[src/rtl/bus_matrix.sv]
// bus_matrix: N-master to N-slave shared bus with one registered owner.
// The owner's address, strobe, rw and write data are muxed onto the common slave
// bus. The slave index comes from the top address bits. A watchdog ends any
// access that no slave answers within TIMEOUT cycles.
module bus_matrix #(
  parameter int          N_MASTERS = 4,
  parameter int          N_SLAVES  = 8,
  parameter int          ADDR_W    = 30,
  parameter int          DATA_W    = 32,
  parameter int          ARB_MODE  = 0,
  parameter logic [15:0] TIMEOUT   = 16'd255
) (
  input  logic                                 clk,
  input  logic                                 reset,
  input  logic [N_MASTERS-1:0]                 m_req_,
  input  logic [N_MASTERS-1:0][ADDR_W-1:0]     m_addr,
  input  logic [N_MASTERS-1:0]                 m_as_,
  input  logic [N_MASTERS-1:0]                 m_rw,
  input  logic [N_MASTERS-1:0][DATA_W-1:0]     m_wr_data,
  output logic [N_MASTERS-1:0]                 m_grnt_,
  output logic [DATA_W-1:0]                    m_rd_data,
  output logic                                 m_rdy_,
  output logic                                 m_err,
  output logic [ADDR_W-1:0]                    s_addr,
  output logic                                 s_as_,
  output logic                                 s_rw,
  output logic [DATA_W-1:0]                    s_wr_data,
  output logic [N_SLAVES-1:0]                  s_cs_,
  input  logic [N_SLAVES-1:0][DATA_W-1:0]      s_rd_data,
  input  logic [N_SLAVES-1:0]                  s_rdy_
);
  localparam int SEL_W = $clog2(N_SLAVES);
  localparam int OWN_W = $clog2(N_MASTERS);

  logic [OWN_W-1:0] owner, owner_nxt;
  logic [15:0]      cnt, cnt_nxt;
  logic [SEL_W-1:0] sel;
  logic             slv_rdy_;
  logic             tmo;
  logic             busy;

  // Master-side mux straight from the owner register.
  assign s_addr    = m_addr[owner];
  assign s_as_     = m_as_[owner];
  assign s_rw      = m_rw[owner];
  assign s_wr_data = m_wr_data[owner];

  assign sel      = s_addr[ADDR_W-1 -: SEL_W];
  assign slv_rdy_ = s_rdy_[sel];

  // Grant is a pure decode of the owner, so exactly one bit is ever low.
  // Chip selects decode the address alone and ignore the strobe.
  genvar gi;
  generate
    for (gi = 0; gi < N_MASTERS; gi++) begin : g_grnt
      assign m_grnt_[gi] = (owner != OWN_W'(gi));
    end
    for (gi = 0; gi < N_SLAVES; gi++) begin : g_cs
      assign s_cs_[gi] = (sel != SEL_W'(gi));
    end
  endgenerate

  // Watchdog termination. Reset masks it so an abandoned access never pulses
  // m_err. A real slave ready wins over the watchdog.
  assign tmo       = (TIMEOUT != 16'd0) && !reset && (cnt == TIMEOUT) && !s_as_ && slv_rdy_;
  assign m_err     = tmo;
  assign m_rdy_    = slv_rdy_ & ~tmo;
  assign m_rd_data = tmo ? '0 : s_rd_data[sel];

  // An access is open while the strobe is low and this is not its final cycle.
  assign busy = !s_as_ && m_rdy_;

  // Next owner. Lock during an open access, hold while the owner still requests,
  // otherwise re-arbitrate, and park on the current owner if nobody requests.
  // The lowest-priority candidate is scanned first and later matches overwrite
  // it, so the highest-priority requester is the one that remains.
  always_comb begin
    owner_nxt = owner;
    if (!busy && m_req_[owner]) begin
      if (ARB_MODE == 0) begin
        for (int i = N_MASTERS - 1; i >= 0; i--)
          if (!m_req_[OWN_W'(i)]) owner_nxt = OWN_W'(i);
      end else begin
        for (int k = N_MASTERS; k >= 1; k--)
          if (!m_req_[OWN_W'((int'(owner) + k) % N_MASTERS)])
            owner_nxt = OWN_W'((int'(owner) + k) % N_MASTERS);
      end
    end
  end

  // Timeout counter. It restarts on idle, on termination or on a handover,
  // and otherwise saturates at TIMEOUT.
  always_comb begin
    cnt_nxt = cnt;
    if (s_as_ || !m_rdy_ || (owner_nxt != owner)) cnt_nxt = '0;
    else if (cnt != TIMEOUT)                       cnt_nxt = cnt + 16'd1;
  end

  // State registers with synchronous reset.
  always_ff @(posedge clk) begin
    if (reset) begin
      owner <= '0;
      cnt   <= '0;
    end else begin
      owner <= owner_nxt;
      cnt   <= cnt_nxt;
    end
  end
endmodule
[config.mk]
export PLATFORM = sky130hd
export DESIGN_NAME = bus_matrix
export DESIGN_NICKNAME = d
export VERILOG_FILES = /design/src/rtl/bus_matrix.sv
export SDC_FILE = /design/constraint.sdc
export NUM_CORES = 1
export LEC_CHECK = 0
export CELL_PAD_IN_SITES_DETAIL_PLACEMENT = 2
export CELL_PAD_IN_SITES_GLOBAL_PLACEMENT = 2
export CORE_AREA = 5 5 247 249
export CTS_BUF_LIST = sky130_fd_sc_hd__clkbuf_16
export CTS_CLUSTER_DIAMETER = 120
export CTS_CLUSTER_SIZE = 40
export DETAILED_ROUTE_END_ITERATION = 16
export DIE_AREA = 0 0 252 254
export HOLD_SLACK_MARGIN = 0.05
export PLACE_DENSITY = 0.65
export SYNTH_ARGS = -nofsm -noshare
export SYNTH_HDL_FRONTEND = slang
export SYNTH_SLANG_ARGS = --single-unit
[constraint.sdc]
create_clock -name clk -period 3.2 [get_ports clk]
set_input_delay 0.48 -clock clk [delete_from_list [all_inputs] [get_ports clk]]
set_output_delay 0.48 -clock clk [all_outputs]
set_load 0.005 [all_outputs]
==> impl_metrics.py <==
metrics = {
    "critical_path": {
        "worst_path_most_repeated_cell": "buf_12",
        "required_ps": 2720,
        "cp_num_buf_inv": 6,
        "cp_top_family": "multiplexers",
        "path_max_fanout": 7,
        "crit_chain": "buf_12, mux4_4, buf_12, buf_12, buf_8, buf_6, mux4_2, mux2i_4, nor2_1, buf_2",
        "criticalPathCategory": "register to output port",
        "start_kind": "register",
        "arrival_ps": 2870,
        "slowest_stage": "mux4_4",
        "cp-end-kind": "output port",
        "slowest_delay_ps": 650,
    },
    "clock_network": {
        "path_clk_slew_ps": 60,
        "cts_hold_buf": 0,
        "root_buffer": "clkbuf_16",
        "cts_buffers": 3,
        "clock_latency_ps": 250,
        "cts.sinks": 18,
        "cts_tree": "done",
        "ctsHtreeMaxLevel": 1,
        "clock_path_buffers": 2,
    },
    "placed_design": {
        "post-place-ws_ps": -709.0,
        "dp_hpwl_mm": 45.17,
        "placed_area_um2": 12200,
        "port_buffers": 635,
        "place_congestion": 0.9497,
    },
    "finish": {
        "syn2layout_area_growth_pct": 185.1,
        "drive_gt1_frac": 0.3055,
        "fin_area_um2": 13110,
        "nets": 1595,
        "final_common_cell": "clkdlybuf4s50_1",
        "finish.utilization": 0.2243,
        "final_cell_mix": "clkdlybuf4s50_1 (587), mux4_2 (126), buf_4 (70)",
    },
    "yosys": {
        "synth_top_cell_area_share": 0.6268,
        "synth_top_family_by_area": "multiplexers",
        "avgSynthCellArea_um2": 12.88,
        "syn_area_um2": 4599,
        "yosys_warnings": 0,
        "synth_top_area_cell": "mux4_2",
        "synth_seq_area_share": 0.07835,
        "synthSimpleGateAreaFrac": 0.09684,
        "synth.top_cells.by_area": "mux4_2 (63%), mux2i_1 (8.1%), dfxtp_1 (7.8%)",
        "synthCells": 357,
        "synth_compound_area_frac": 0.03400,
        "synth-adder-area-share": 0.002720,
        "synth_seq_cells": 18,
        "synth.distinct_cells": 40,
        "syn_nets": 884,
        "synth_mux_area_frac": 0.7122,
        "synthXorXnorAreaFrac": 0.02476,
    },
    "grt": {
        "antenna_found_initial": 13,
        "grt-ovfl-total": 0,
        "grt_pass1_wl_mm": 69.43,
        "grt_max_degree": 65,
        "grt_pass1_vias": 7909,
        "grt_usage": 0.1541,
    },
    "route": {
        "drt_pre_antenna_iters": 4,
        "ant_nets": 0,
        "routed_wl_mm": 52.72,
        "drt_iter0_drc": 319,
        "vias": 6787,
        "drc": 0,
        "viasPerCell": 3.679,
        "wl_per_cell_um": 28.58,
    },
    "pwr": {
        "leakage_nw": 4.624,
        "p_per_area_nw_per_um2": 194.4,
        "peakVddDrop_mv": 0.1735,
    },
    "status": {
        "failed_checks": "setup timing",
        "outcome": "finished, violations left",
    },
    "die": {
        "io_pins": 636,
        "core_area_um2": 58460,
        "die_y_um": 254,
        "die_area_um2": 64010,
        "dieWidth_um": 252,
        "initial_core_util": 0.07867,
        "row_count": 89,
    },
    "sta": {
        "drv_slew": 0,
        "worstMarginPinSlew_ps": 742.8,
        "rsz0062_at_grt": "true",
        "setup_slack_ps": -149.9,
        "skew_ps": 5.932,
        "min_period_over_period": 1.047,
        "finalWorstPathRequiredPeriod_ps": 3350,
        "setup_viol": 31,
        "finalHoldViolations": 0,
        "fmaxAchievable_mhz": 298.5,
        "relSlewSlack": 0.4985,
        "tns_ps": -2234,
    },
    "run": {
        "cap_violations": 0,
    },
    "worst_hold_path": {
        "min_path_type": "register to register",
    },
}
==> state kept, by name, indices dropped and copies added (netlist names) <==
name and flops:
cnt 16, owner 2
==> synth_stat cells <==
master and number:
nor2b_1 2, a21oi_1 3, buf_2 11, and4_1 1, a211oi_1 1, o21ai_1 1
nand3_1 6, clkbuf_1 6, a311oi_1 1, or4_1 3, and3_1 2, nand3b_1 1
nand2b_1 4, dfxtp_1 18, xnor2_1 10, mux2i_1 37, o21ai_0 2, mux4_2 128
a21boi_0 2, o311ai_0 1, buf_1 15, ha_1 1, or2_2 4, nor4_1 2
a221oi_2 1, nand4_1 3, or2_1 1, a2111oi_0 1, xor2_1 3, inv_1 3
nor3_1 5, nand2_1 8, o21bai_1 1, or3_1 1, o211a_4 1, nor2_1 54
buf_6 8, mux2_2 2, o2bb2ai_2 2, o211ai_1 1
==> metrics by stage <==
step,power (mW),hold slack [ps],cells
finish,2.549,487.8,1845
global route,2.690,520.6,1840
CTS,2.557,491.0,1834
detailed placement,2.144,478.0,1783
global placement,2.124,446.0,1783
floorplan,0.8550,430.0,357
==> report_power, final <==
group / internal, mW / switching (mW)
clock network: 0.166 / 0.0883
registers: 0.226 / 0.00363
logic: 1.35 / 0.717
total: 1.74 / 0.809
==> per-layer routing <==
layer | wire (um) | global-route usage | vias up
met3 | 5169 | 0.05158 | 31
met2 | 25610 | 0.2641 | 350
met4 | 251 | 0.008840 | 14
li1 | - | - | 2964
met1 | 21590 | 0.1990 | 3428
met5 | 97 | 0 | -
==> path summary, 6_finish.rpt <==
| check | from | endpoint | slack (ps) | cells past startpoint |
|---|---|---|---|---|
| min | cnt[0] | cnt[0] | 490 | 1 |
| min reg2reg | cnt[0] | cnt[0] | 490 | 1 |
| max | owner[0] | m_rd_data[0] | -150 | 10 |
| max reg2reg | owner[0] | owner[1] | 440 | 10 |
==> timing repair <==
item / CTS / global route
endpoints found under the hold margin: 0 / 0
buffers inserted: 39 / 7
gates cloned: 8 / 0
endpoints found under the setup margin: 79 / 40
gates resized for setup: 210 / 32
pin swaps: 19 / 17
==> cell families after synthesis <==
logic type / after synthesis
flops: 18
xor+xnor: 13
fa+ha+maj: 1
mux: 167
simple gates: 97
compound gates: 18
buf+inv: 43
==> final cells by class <==
class                      instances  area [um2]
fill                            6527       45350
timing repair buffer             744        7407
multi-input combinational        298        4269
tap                              773       967.2
sequential                        18       367.9
clock buffer                       3       75.07
antenna                            5       12.51
inverter                           3       11.26
clock inverter                     1       3.754
No activity file was read; power rests on OpenSTA's default activity.
